[config.mk]
export PLATFORM = sky130hd
export DESIGN_NAME = mem_stage_ctrl
export DESIGN_NICKNAME = d
export VERILOG_FILES = /design/src/rtl/mem_stage_ctrl.sv
export SDC_FILE = /design/constraint.sdc
export NUM_CORES = 1
export LEC_CHECK = 0
export BUFFER_PORTS_ARGS = -buffer_cell sky130_fd_sc_hd__buf_2
export CELL_PAD_IN_SITES_DETAIL_PLACEMENT = 1
export CELL_PAD_IN_SITES_GLOBAL_PLACEMENT = 2
export CORE_UTILIZATION = 26
export DETAILED_ROUTE_END_ITERATION = 7
export PLACE_DENSITY = 0.95
export SLEW_MARGIN = 20
export SYNTH_ARGS = -nofsm -noshare
export SYNTH_HDL_FRONTEND = slang
export SYNTH_SLANG_ARGS = --single-unit
export TNS_END_PERCENT = 20
[constraint.sdc]
create_clock -name CLK -period 4 [get_ports CLK]
set_input_delay 0.8 -clock CLK [delete_from_list [all_inputs] [get_ports CLK]]
set_output_delay 0.8 -clock CLK [all_outputs]
set_load 0.03 [all_outputs]
[src/rtl/mem_stage_ctrl.sv]
// Memory-stage sequencer: drives memory_access with setup/hold around ENABLE,
// captures the READ word on HANDSHAKE and presents it to writeback.
module mem_stage_ctrl #(
  parameter int unsigned SETUP_CYCLES = 2,
  parameter int unsigned TIMEOUT      = 64
) (
  input  logic        CLK,
  input  logic        RESET,
  input  logic        STAGE_VALID,
  input  logic [2:0]  STAGE_CTRL,
  input  logic [31:0] STAGE_ADDR,
  input  logic [47:0] STAGE_ALU,
  input  logic [3:0]  STAGE_RD,
  output logic        STALL,
  output logic        MEM_ENABLE,
  output logic [2:0]  MEM_CTRL,
  output logic [31:0] MEM_ADDRESS,
  input  logic [47:0] MEM_READ,
  input  logic        MEM_HANDSHAKE,
  output logic        WB_VALID,
  input  logic        WB_READY,
  output logic [47:0] WB_DATA,
  output logic [3:0]  WB_RD,
  output logic        ERROR
);

  typedef enum logic [1:0] {
    ST_IDLE,
    ST_SETUP,
    ST_WAIT,
    ST_DONE
  } state_t;

  // SETUP leaves after SETUP_CYCLES+1 edges so the bus has been stable for
  // at least SETUP_CYCLES full cycles when ENABLE rises.
  localparam logic [7:0] SETUP_LAST   = 8'(SETUP_CYCLES);
  localparam logic [7:0] TIMEOUT_LAST = 8'(TIMEOUT - 1);

  state_t     state;
  logic [7:0] cnt;

  // NOTE: every output is a flop written here with <=, so all of them update
  // together on the edge and no combinational path reaches the ports.
  always_ff @(posedge CLK) begin
    if (!RESET) begin
      state       <= ST_IDLE;
      cnt         <= '0;
      STALL       <= 1'b0;
      MEM_ENABLE  <= 1'b0;
      MEM_CTRL    <= 3'b000;
      MEM_ADDRESS <= '0;
      WB_VALID    <= 1'b0;
      WB_DATA     <= '0;
      WB_RD       <= '0;
      ERROR       <= 1'b0;
    end else begin
      case (state)
        ST_IDLE: begin
          if (STAGE_VALID) begin
            STALL <= 1'b1;
            if (STAGE_CTRL[2]) begin
              MEM_CTRL    <= STAGE_CTRL;
              MEM_ADDRESS <= STAGE_ADDR;
              WB_RD       <= STAGE_RD;
              cnt         <= '0;
              state       <= ST_SETUP;
            end else begin
              WB_DATA  <= STAGE_ALU;
              WB_RD    <= STAGE_RD;
              WB_VALID <= 1'b1;
              state    <= ST_DONE;
            end
          end
        end

        ST_SETUP: begin
          if (cnt == SETUP_LAST) begin
            MEM_ENABLE <= 1'b1;
            cnt        <= '0;
            state      <= ST_WAIT;
          end else begin
            cnt <= cnt + 8'd1;
          end
        end

        ST_WAIT: begin
          // A handshake on the final timeout cycle still delivers real data.
          if (MEM_HANDSHAKE) begin
            WB_DATA    <= MEM_READ;
            WB_VALID   <= 1'b1;
            MEM_ENABLE <= 1'b0;
            state      <= ST_DONE;
          end else if (cnt == TIMEOUT_LAST) begin
            ERROR      <= 1'b1;
            WB_DATA    <= '0;
            WB_VALID   <= 1'b1;
            MEM_ENABLE <= 1'b0;
            state      <= ST_DONE;
          end else begin
            cnt <= cnt + 8'd1;
          end
        end

        ST_DONE: begin
          if (WB_READY) begin
            WB_VALID <= 1'b0;
            STALL    <= 1'b0;
            state    <= ST_IDLE;
          end
        end

        default: begin
          state <= ST_IDLE;
          STALL <= 1'b0;
        end
      endcase
    end
  end

endmodule

==> metrics.md, run 1 <==
| Metric | Value |
|---|---|
| Pre-Repair DR Iteration Count | `4` |
| Mean routed wirelength per cell | `15.2 um` |
| Max VDD drop | `237 uV` |
| Non-filler cells in the finished layout | `978` |
| Required time reported for the critical path endpoint | `4.18 ns` |
| Setup CP Type | `flip-flop to flip-flop` |
| Growth of design area from synthesis to finish | `36.7%` |
| Cell type with the largest total area after synthesis | `dfxtp_1` |
| Run status | `complete, no violations` |
| Clk slew on worst S/H paths | `0.07 ns` |
| Number of violations reported at the end of detailed-routing iteration 0 | `137` |
| Instance area after placement | `5790 um^2` |
| Final count of pins violating max slew | `0` |
| Count of final setup violators | `0` |
| Proportion of netlist area held by the largest area contributor | `0.450` |
| Combined flip-flop and latch cell area | `2020 um^2` |
| Unrepaired setup endpoints after global routing | `false` |
| Flops & latches, synth | `101` |
| Tcrit/Tclk final | `0.632` |
| Clock power frac | `0.243` |
| Critical path startpoint category | `flip-flop` |
| Clock tree from TritonCTS | `built` |
| Worst setup EP type | `flip-flop` |
| DIE HEIGHT | `133 um` |
| Final Hold Vio Count | `0` |
| Last weighted congestion value of the routability-driven placer | `0.777` |
| Prevailing post-synth register cell | `dfxtp_1` |
| Number of enable-type register cells in the synthesized netlist | `0` |
| Number of nets in the layout | `899` |
| Combined area of the multi-input logic cells | `2260 um^2` |
| Data arrival time of the critical path | `2.71 ns` |
| Count of placed standard cells including taps | `962` |
| Post-Synthesis Cell Area | `4500 um^2` |
| Finished layout cell area | `6150 um^2` |
| Sequential fraction of the synthesis area | `0.450` |
| Total power divided by cell area | `692 nW/um^2` |
| Vias per cell | `4.80` |
| Max Fclk | `395 MHz` |
| Initial core utilization | `0.268` |
| Sequential Power Share | `0.331` |
| Initial antenna violation count | `1` |
| Summed negative setup slack over all endpoints | `0 ns` |
| Ratio of cells with drive above 1 in the final layout | `0.347` |
| PostCTS Resize Cnt | `0` |
| Global-route wire length before repair | `24200 um` |
| Logic gate share of total power | `0.426` |
| Worst min-delay path class | `flip-flop to flip-flop` |
| Number of global-route vias before repair | `4794` |
| Yosys synthesis warning count | `0` |
| Port-buffer cells | `230` |
| Total wirelength of the detailed-routed design | `14900 um` |
| FP Rows | `47` |
| Clock sink count | `101` |
| Root buf cell | `clkbuf_16` |
| Vias | `4697` |
| Actual slew at the worst max-slew pin | `0.984 ns` |
| Setup skew after layout | `0.00697 ns` |
| Post-route total power | `4.25 mW` |
| Remaining antenna violation count | `0` |
| Share of flip-flops with an asynchronous set or reset after synthesis | `0` |
| Die width | `133 um` |
| Number of H-tree levels | `3` |
| I/O pin cnt | `231` |
| DRC Markers | `0` |
| GRT Resource Usage Total | `0.170` |
| Leading cell types by total area after synthesis | `dfxtp_1, a21oi_1, a211oi_1, nand2_1, nor2b_1` |
| Cell with the most instances after synthesis | `a21oi_1` |
| Number of setup buffers added after CTS | `0` |
| Leak Pwr | `2.69 nW` |
| Buffer levels on the longest clock path | `2` |
| Synth Net Count | `699` |
| Maximum number of pins on one net before global-route repair | `54` |
| Maximum capacitance violations | `0` |
| Synthesized area per cell | `8.13 um^2` |
| Internal | `2.47 mW` |
| Max-slew headroom | `0.344` |
| Reported net switching power | `1.78 mW` |
| Antenna fix cells | `0` |
| Final Critical Period | `2.53 ns` |
| Core Box Area | `16800 um^2` |
| Placed wire-length estimate after detailed placement | `10900 um` |
| Post-Syn Instances | `553` |
| Critical-path maximum fanout | `48` |
| Post-synth top cells | `a21oi_1, dfxtp_1, nand2_1, a211oi_1, nor2b_1` |
| Total of hold buffers inserted after clock tree synthesis | `0` |
| Num CTS Buffers | `9` |
| Switching share of power | `0.419` |
| DIE AREA | `17800 um^2` |
| Post-synthesis cell type count | `40` |
| Insertion delay of the later-clocked pin in the worst-skew pair | `0.35 ns` |
| # fillers | `2091` |
| Share of the core filled with cells in the final layout | `0.367` |
| Grt ovf | `0` |
-- power by group through the flow --
| stage | logic (mW) | clock network (mW) | registers (mW) |
|---|---|---|---|
| after floorplan | 0.793 | 0 | 1.91 |
| after global placement | 1.82 | 0 | 1.42 |
| after detailed placement | 1.84 | 0 | 1.43 |
| after CTS | 1.84 | 1.07 | 1.41 |
| after global routing | 1.98 | 1.11 | 1.44 |
| final | 1.81 | 1.03 | 1.41 |
-- flip-flops by register name, indices dropped and copies added (netlist names) --
name,cells
ERROR,1
state,2
WB_DATA,48
cnt,8
WB_RD,4
MEM_CTRL,3
MEM_ADDRESS,32
STALL,1
WB_VALID,1
MEM_ENABLE,1
-- routing by layer --
| layer | vias up | wire, um | global-route usage |
|---|---|---|---|
| met4 | 2 | 212 | 0.0556 |
| met2 | 171 | 7030 | 0.296 |
| li1 | 2354 | - | - |
| met5 | - | 13 | 0 |
| met1 | 2152 | 6650 | 0.202 |
| met3 | 18 | 997 | 0.0449 |
-- area by class of cell --
type / instances / share of cell area
sequential: 101 / 0.329
multi-input combinational: 396 / 0.367
timing repair buffer: 237 / 0.196
inverter: 8 / 0.00509
clock buffer: 10 / 0.0389
clock inverter: 6 / 0.0189
tap: 220 / 0.0448
-- cells by family after synthesis --
logic type | count (synthesis) | synth area share
and+or+nand+nor | 176 | 0.192
DFF | 101 | 0.450
muxes | 2 | 0.00445
adders and majority gates | 6 | 0.0167
buffers and inverters | 56 | 0.0520
AOI/OAI and AO/OA | 212 | 0.285
-- worst max-delay path: stages, from the launching register on --
cell      delay (ns)
dfxtp_1         0.34
inv_1           0.10
ha_1            0.45
nand2_1         0.27
a21boi_4        0.19
and2_2          0.79
a211oi_1        0.17
-- layout by cell type (no fill, tap or decap), drive strengths merged, types with 3 or more instances in the layout --
master,synthesis,routed
nand3,13,13
nand2,89,89
and3,3,3
dfxtp,101,101
o22ai,3,3
bufinv,0,3
nand2b,4,4
a21oi,136,136
nor2b,47,47
clkbuf,33,10
a211oi,52,52
o21ai,3,3
buf,15,237
o32ai,3,3
or3,4,4
inv,7,10
nor2,4,4
and2,3,3
ha,6,6
a311oi,3,3
-- worst paths after layout --
path	startpoint	to	slack [ns]	cells past startpoint
worst max-delay path	state[0]	WB_DATA[44]	1.47	6
worst min-delay path	MEM_ADDRESS[6]	MEM_ADDRESS[6]	0.45	2
worst max register to register	state[0]	WB_DATA[44]	1.47	6
worst min register to register	MEM_ADDRESS[6]	MEM_ADDRESS[6]	0.45	2
-- through the flow --
stage	setup slack [ns]	hold slack (ns)
after global routing	1.19	0.473
after global placement	1.46	0.439
after detailed placement	1.43	0.446
after CTS	1.46	0.456
final	1.47	0.453
after floorplan	1.87	0.471
Note: power is estimated with default switching activity, not from simulation.
==> inputs of run 2 (changes only) <==
--- a/config.mk
+++ b/config.mk
@@ -5,12 +5,13 @@
 export SDC_FILE = /design/constraint.sdc
 export NUM_CORES = 1
 export LEC_CHECK = 0
+export ABC_AREA = 1
 export BUFFER_PORTS_ARGS = -buffer_cell sky130_fd_sc_hd__buf_2
 export CELL_PAD_IN_SITES_DETAIL_PLACEMENT = 1
 export CELL_PAD_IN_SITES_GLOBAL_PLACEMENT = 2
-export CORE_UTILIZATION = 26
+export CORE_UTILIZATION = 21
 export DETAILED_ROUTE_END_ITERATION = 7
-export PLACE_DENSITY = 0.95
+export PLACE_DENSITY = 0.85
 export SLEW_MARGIN = 20
 export SYNTH_ARGS = -nofsm -noshare
 export SYNTH_HDL_FRONTEND = slang
==> constraint.sdc (replaced) <==
create_clock -name CLK -period 2.1 [get_ports CLK]
set_input_delay 0.42 -clock CLK [delete_from_list [all_inputs] [get_ports CLK]]
set_output_delay 0.42 -clock CLK [all_outputs]
set_load 0.03 [all_outputs]
==> run 2 against run 1 <==
Against the previous run: design area up 6.4%; power up 84%; flip-flop and latch count unchanged; first-iteration DRC count up 130%; global-route usage down 1.6 points.
==> metrics.md, run 2 <==
| Metric | Value |
|---|---|
| Run status | `complete, no violations` |
| Vias | `5402 (+15%)` |
| Summed negative setup slack over all endpoints | `0 ns (unchanged)` |
| DIE HEIGHT | `154 um (+15%)` |
| Die width | `154 um (+15%)` |
| Setup CP Type | `flip-flop to flip-flop` |
| Post-synth top cells | `nand2_1, dfxtp_1, nand3_1, a21oi_1, nand4_1` |
| Num CTS Buffers | `9 (unchanged)` |
| GRT Resource Usage Total | `0.154 (-0.0162)` |
| Insertion delay of the later-clocked pin in the worst-skew pair | `0.36 ns (about the same)` |
| Clock sink count | `101 (unchanged)` |
| Flip-flop count of the largest register after layout | `48 (unchanged)` |
| Total power divided by cell area | `1200 nW/um^2 (+73%)` |
| Ratio of cells with drive above 1 in the final layout | `0.317 (-0.0298)` |
| Share of flip-flops with an asynchronous set or reset after synthesis | `0 (unchanged)` |
| DRC Markers | `0 (unchanged)` |
| Number of nets in the layout | `1049 (+17%)` |
| Number of setup buffers added after CTS | `0 (unchanged)` |
| Maximum capacitance violations | `0 (unchanged)` |
| Clk slew on worst S/H paths | `0.08 ns (about the same)` |
| Post-route total power | `7.81 mW (+84%)` |
| Metal3 WL | `1090 um (+9.1%)` |
| Most common cell after layout, fill and taps aside | `buf_2` |
| Synth Net Count | `844 (+21%)` |
| DIE AREA | `23600 um^2 (+32%)` |
| Required time reported for the critical path endpoint | `2.38 ns (-1.80 ns)` |
| Core Box Area | `22600 um^2 (+35%)` |
| Initial core utilization | `0.214 (-0.0545)` |
| Unrepaired setup endpoints after global routing | `false` |
| Worst Reg-to-Reg Cells | `9 (+3)` |
| Actual slew at the worst max-slew pin | `0.475 ns (-0.509 ns)` |
| Remaining antenna violation count | `0 (unchanged)` |
| Non-filler cells in the finished layout | `1194 (+22%)` |
| Count of placed standard cells including taps | `1177 (+22%)` |
| Number of violations reported at the end of detailed-routing iteration 0 | `312 (+130%)` |
| Last weighted congestion value of the routability-driven placer | `0.754 (-2.8%)` |
| Final worst-path setup slack | `0.267 ns (-1.20 ns)` |
| Buffer levels on the longest clock path | `2 (unchanged)` |
| Leading cell types by total area after synthesis | `dfxtp_1, nand2_1, nand3_1, a21oi_1, nand4_1` |
| Maximum number of pins on one net before global-route repair | `62 (+15%)` |
| Clock tree from TritonCTS | `built` |
| Count of final setup violators | `0 (unchanged)` |
| Grt ovf | `0 (unchanged)` |
| Largest reg by FF count | `WB_DATA` |
| Endpoint of the worst hold path | `MEM_ADDRESS[22]` |
| Hold Crit Start | `STAGE_ADDR[22]` |
| Worst min-delay path class | `input pin to flip-flop` |
| Proportion of netlist area held by the largest area contributor | `0.419 (-0.0307)` |
| Finished layout cell area | `6540 um^2 (+6.4%)` |
| Max Fclk | `545 MHz (+38%)` |
| Largest registers ranked by flip-flop count | `WB_DATA x48, MEM_ADDRESS x32, cnt x8` |
| Yosys synthesis warning count | `0 (unchanged)` |
| Global-route wire length before repair | `28800 um (+19%)` |
| Root buf cell | `clkbuf_16` |
| Number of H-tree levels | `3 (unchanged)` |
| Max-slew headroom | `0.680 (+0.336)` |
| Initial antenna violation count | `3 (+2)` |
| Total wirelength of the detailed-routed design | `18200 um (+22%)` |
| Routed metal-1 wire length | `8530 um (+28%)` |
| Number of global-route vias before repair | `5306 (+11%)` |
| Worst reg2reg endpoint | `WB_DATA[41]` |
| Cell type with the largest total area after synthesis | `dfxtp_1` |
| Final Hold Vio Count | `0 (unchanged)` |
| Pre-Repair DR Iteration Count | `4 (unchanged)` |
| Hold path cells | `3 (+1)` |
| Post-synthesis cell type count | `28 (-30%)` |
| Sequential fraction of the synthesis area | `0.419 (-0.0307)` |
| Vias per cell | `4.52 (-5.8%)` |
| Critical path startpoint category | `flip-flop` |
| Max VDD drop | `421 uV (+78%)` |
| Prevailing post-synth register cell | `dfxtp_1` |
| Top routing layer in use | `met5` |
| Cell with the most instances after synthesis | `nand2_1` |
| Mean routed wirelength per cell | `15.2 um (about the same)` |
| Synthesized area per cell | `6.91 um^2 (-15%)` |
| Data arrival time of the critical path | `2.11 ns (-0.60 ns)` |
| Tcrit/Tclk final | `0.873 (+0.241)` |
| Final Critical Period | `1.83 ns (-0.696 ns)` |
| Instance area after placement | `6240 um^2 (+7.8%)` |
| Share of the core filled with cells in the final layout | `0.290 (-0.0771)` |
| Flops & latches, synth | `101 (unchanged)` |
| Leak Pwr | `3.11 nW (+16%)` |
| Setup skew after layout | `0.0103 ns (+0.00334 ns)` |
| Growth of design area from synthesis to finish | `35.5%` |
| Port-buffer cells | `230 (unchanged)` |
| Most frequent cells in the layout | `buf_2, nand2_1, dfxtp_1` |
| Post-Synthesis Cell Area | `4820 um^2 (+7.3%)` |
| Post-Place Setup Slack | `0.182 ns (-1.25 ns)` |
| Worst reg2reg path startpoint | `state[0]` |
| Post-Syn Instances | `698 (+26%)` |
| Final count of pins violating max slew | `0 (unchanged)` |
| PostCTS Resize Cnt | `0 (unchanged)` |
| Critical-path maximum fanout | `22 (-54%)` |
| I/O pin cnt | `231 (unchanged)` |
| Placed wire-length estimate after detailed placement | `13300 um (+21%)` |
| Met2 Wirelength | `8110 um (+15%)` |
| FP Rows | `55 (+17%)` |
| Worst reg2reg setup slack | `0.27 ns (-1.20 ns)` |
| Worst setup EP type | `flip-flop` |
| Number of enable-type register cells in the synthesized netlist | `0 (unchanged)` |
| Hold WS | `0.322 ns (-0.130 ns)` |
| Total of hold buffers inserted after clock tree synthesis | `0 (unchanged)` |
==> run 2: cell count changes after synthesis, moves of 7 or more <==
cell      change
nand4_1      +47
o21ai_0       +7
nand3_1      +82
nand2_1     +135
a211oi_1     -52
nor2b_1      -47
nor2_1       +23
inv_1         +8
a21oi_1      -46
==> run 2: layer usage <==
layer  GRT usage  vias to the layer above
li1            -                     2747
met1       0.204                     2449
met2       0.242                      179
met3      0.0330                       25
met4      0.0633                        2
met5           0                        -
==> run 2: area by class of cell <==
class	instances	area, um^2
multi-input cells	516	2430
repair buffers	253	1350
clock buffers	9	225
fillers	2901	16000
inverters	22	87.6
well taps	285	357
clock inverters	7	63.8
flip-flops and latches	101	2020
diodes	1	2.50
==> run 2: how the worst max path moves through the flow <==
stage / start / slack, ns / end
final: state[0] / 0.27 / WB_DATA[41]
after global routing: state[0] / 0.09 / WB_DATA[15]
after CTS: state[1] / 0.15 / cnt[1]
after detailed placement: state[0] / 0.18 / cnt[1]
after global placement: state[0] / 0.20 / cnt[0]
after floorplan: state[0] / 0.55 / cnt[0]
==> run 2: power breakdown <==
| part | internal (mW) | switching (mW) |
|---|---|---|
| logic | 1.07 | 2.57 |
| clock network | 0.838 | 0.841 |
| registers | 2.30 | 0.194 |
==> run 2: cell families after synthesis <==
family                     Yosys count  synth area share
and+or+nand+nor                    406             0.374
AOI/OAI and AO/OA                  103             0.111
DFF                                101             0.419
buffers and inverters               81            0.0783
adders and majority gates            6            0.0156
xor gates and xnor gates             1           0.00182
==> run 2: worst max-delay path: stages, from the launching register on <==
cell and delay (ns):
dfxtp_1 0.33, inv_1 0.11, ha_2 0.27, inv_4 0.11, nor2_2 0.13, nand2_4 0.16
nand3_2 0.11, buf_4 0.28, nand2_1 0.09, a21oi_1 0.15
==> inputs of run 3 (changes only) <==
--- a/config.mk
+++ b/config.mk
@@ -11,7 +11,7 @@
 export CELL_PAD_IN_SITES_GLOBAL_PLACEMENT = 2
 export CORE_UTILIZATION = 21
 export DETAILED_ROUTE_END_ITERATION = 7
-export PLACE_DENSITY = 0.85
+export PLACE_DENSITY = 0.81
 export SLEW_MARGIN = 20
 export SYNTH_ARGS = -nofsm -noshare
 export SYNTH_HDL_FRONTEND = slang
==> run 3 against run 2 <==
Against the previous run: die area did not move; highest routed layer unchanged; maximum frequency fell by 5.6%; cell count fell by 0.17%; critical path type unchanged; global-route usage rose by 0.57 points.
==> metrics.md, run 3 (synthesis gave the netlist of run 2 again) <==
| Metric | Value |
|---|---|
| Tcrit/Tclk final | `0.925 (+0.0519)` |
| Unrepaired setup endpoints after global routing | `true` |
| Finished layout cell area | `6530 um^2 (about the same)` |
| Run status | `complete, no violations` |
| Buffer levels on the longest clock path | `2 (unchanged)` |
| Vias | `5446 (+0.81%)` |
| FP Rows | `55 (unchanged)` |
| Placed wire-length estimate after detailed placement | `13600 um (+2.6%)` |
| Maximum number of pins on one net before global-route repair | `54 (-13%)` |
| Instance area after placement | `6230 um^2 (-0.16%)` |
| Leak Pwr | `3.09 nW (-0.59%)` |
| Worst min-delay path class | `input pin to flip-flop` |
| Maximum capacitance violations | `0 (unchanged)` |
| Actual slew at the worst max-slew pin | `0.446 ns (-0.0290 ns)` |
| Remaining antenna violation count | `0 (unchanged)` |
| DRC Markers | `0 (unchanged)` |
| Grt ovf | `0 (unchanged)` |
| Largest reg by FF count | `WB_DATA` |
| Final worst-path setup slack | `0.158 ns (-0.109 ns)` |
| Last weighted congestion value of the routability-driven placer | `0.786 (+4.2%)` |
| Flip-flop count of the largest register after layout | `48 (unchanged)` |
| Data arrival time of the critical path | `2.22 ns (+0.11 ns)` |
| Number of nets in the layout | `1046 (-0.29%)` |
| Critical path startpoint category | `flip-flop` |
| Setup skew after layout | `0.00981 ns (-0.000510 ns)` |
| Growth of design area from synthesis to finish | `35.4% (about the same)` |
| Mean routed wirelength per cell | `15.8 um (+4.0%)` |
| Number of global-route vias before repair | `5523 (+4.1%)` |
| Ratio of cells with drive above 1 in the final layout | `0.315 (-0.00226)` |
| Die width | `154 um (unchanged)` |
| Most common cell after layout, fill and taps aside | `buf_2` |
| Vias per cell | `4.57 (+0.98%)` |
| DIE AREA | `23600 um^2 (unchanged)` |
| Share of the core filled with cells in the final layout | `0.289 (about the same)` |
| Initial core utilization | `0.214 (unchanged)` |
| Max Fclk | `515 MHz (-5.6%)` |
| Initial antenna violation count | `4 (+1)` |
| Clock tree from TritonCTS | `built` |
| Required time reported for the critical path endpoint | `2.38 ns (about the same)` |
| Worst setup EP type | `flip-flop` |
| Worst Reg-to-Reg Cells | `9 (unchanged)` |
| Setup CP Type | `flip-flop to flip-flop` |
| Root buf cell | `clkbuf_16` |
| Port-buffer cells | `230 (unchanged)` |
| Clk slew on worst S/H paths | `0.07 ns (about the same)` |
| Insertion delay of the later-clocked pin in the worst-skew pair | `0.35 ns (about the same)` |
| Num CTS Buffers | `9 (unchanged)` |
| Max-slew headroom | `0.703 (+0.0227)` |
| Final count of pins violating max slew | `0 (unchanged)` |
| I/O pin cnt | `231 (unchanged)` |
| Count of final setup violators | `0 (unchanged)` |
| Total power divided by cell area | `1200 nW/um^2 (+0.30%)` |
| # fillers | `2864 (-1.3%)` |
| Final Critical Period | `1.94 ns (+0.109 ns)` |
| Largest registers ranked by flip-flop count | `WB_DATA x48, MEM_ADDRESS x32, cnt x8` |
| Core Box Area | `22600 um^2 (unchanged)` |
| Clock sink count | `101 (unchanged)` |
| Max VDD drop | `470 uV (+12%)` |
| Number of H-tree levels | `3 (unchanged)` |
| Summed negative setup slack over all endpoints | `0 ns (unchanged)` |
| Pre-Repair DR Iteration Count | `4 (unchanged)` |
| Hold path cells | `3 (unchanged)` |
| DIE HEIGHT | `154 um (unchanged)` |
| Total of hold buffers inserted after clock tree synthesis | `0 (unchanged)` |
| Global-route wire length before repair | `29900 um (+4.1%)` |
| GRT Resource Usage Total | `0.159 (+0.00574)` |
| Total wirelength of the detailed-routed design | `18900 um (+3.8%)` |
| Critical-path maximum fanout | `27 (+23%)` |
| Most frequent cells in the layout | `buf_2, nand2_1, dfxtp_1` |
| Number of violations reported at the end of detailed-routing iteration 0 | `274 (-12%)` |
| Post-Place Setup Slack | `0.158 ns (-0.0246 ns)` |
| Final Hold Vio Count | `0 (unchanged)` |
run 3: metrics by stage:
stage               hold WS (ns)  cells  power (mW)
floorplan                  0.458    698        5.07
global placement           0.435   1174        6.19
detailed placement         0.433   1174        6.22
CTS                        0.307   1190        7.97
global route               0.323   1192        8.40
finish                     0.322   1192        7.83
run 3: repair_timing:
| item | 4_1_cts | 5_1_grt |
|---|---|---|
| gates resized for setup | 0 | 1 |
| hold endpoints to repair | 0 | 0 |
| endpoints found under the setup margin | 0 | 59 |
| buffers inserted | 0 | 0 |
run 3: per-layer routing:
metal,routed length (um),share of wire,global-route usage,up-vias
met4,344,0.018,0.0586,4
met5,22,0.0012,0,-
li1,-,-,-,2741
met2,8570,0.45,0.262,160
met1,8850,0.47,0.203,2515
met3,1090,0.057,0.0369,26
run 3: path summary, 6_finish.rpt:
check	start	endpoint	slack [ns]
max	state[0]	WB_DATA[17]	0.16
min	STAGE_RD[0]	WB_RD[0]	0.32
max reg2reg	state[0]	WB_DATA[17]	0.16
min reg2reg	MEM_ENABLE	MEM_ENABLE	0.45
run 3: power breakdown:
group	switching [mW]	leakage, nW	internal [mW]
Clock	0.828	0.135	0.860
Combinational	2.58	2.13	1.07
Sequential	0.188	0.823	2.30
run 3: final cells by class:
class,count,area [um^2],share of cell area
multi-input cells,516,2430,0.372
flip-flops and latches,101,2020,0.310
repair buffers,250,1340,0.205
well taps,285,357,0.0546
clock buffers,10,239,0.0366
inverters,22,87.6,0.0134
clock inverters,6,53.8,0.00824
diodes,2,5.00,0.000766
run 3: critical path, cell delays in order (launching register included):
cell and delay, ns:
dfxtp_1 0.34, inv_1 0.12, ha_2 0.28, inv_4 0.12, nor2_2 0.14, nand2_4 0.19
nand3_2 0.12, buf_4 0.30, nand2_1 0.10, a21oi_1 0.14
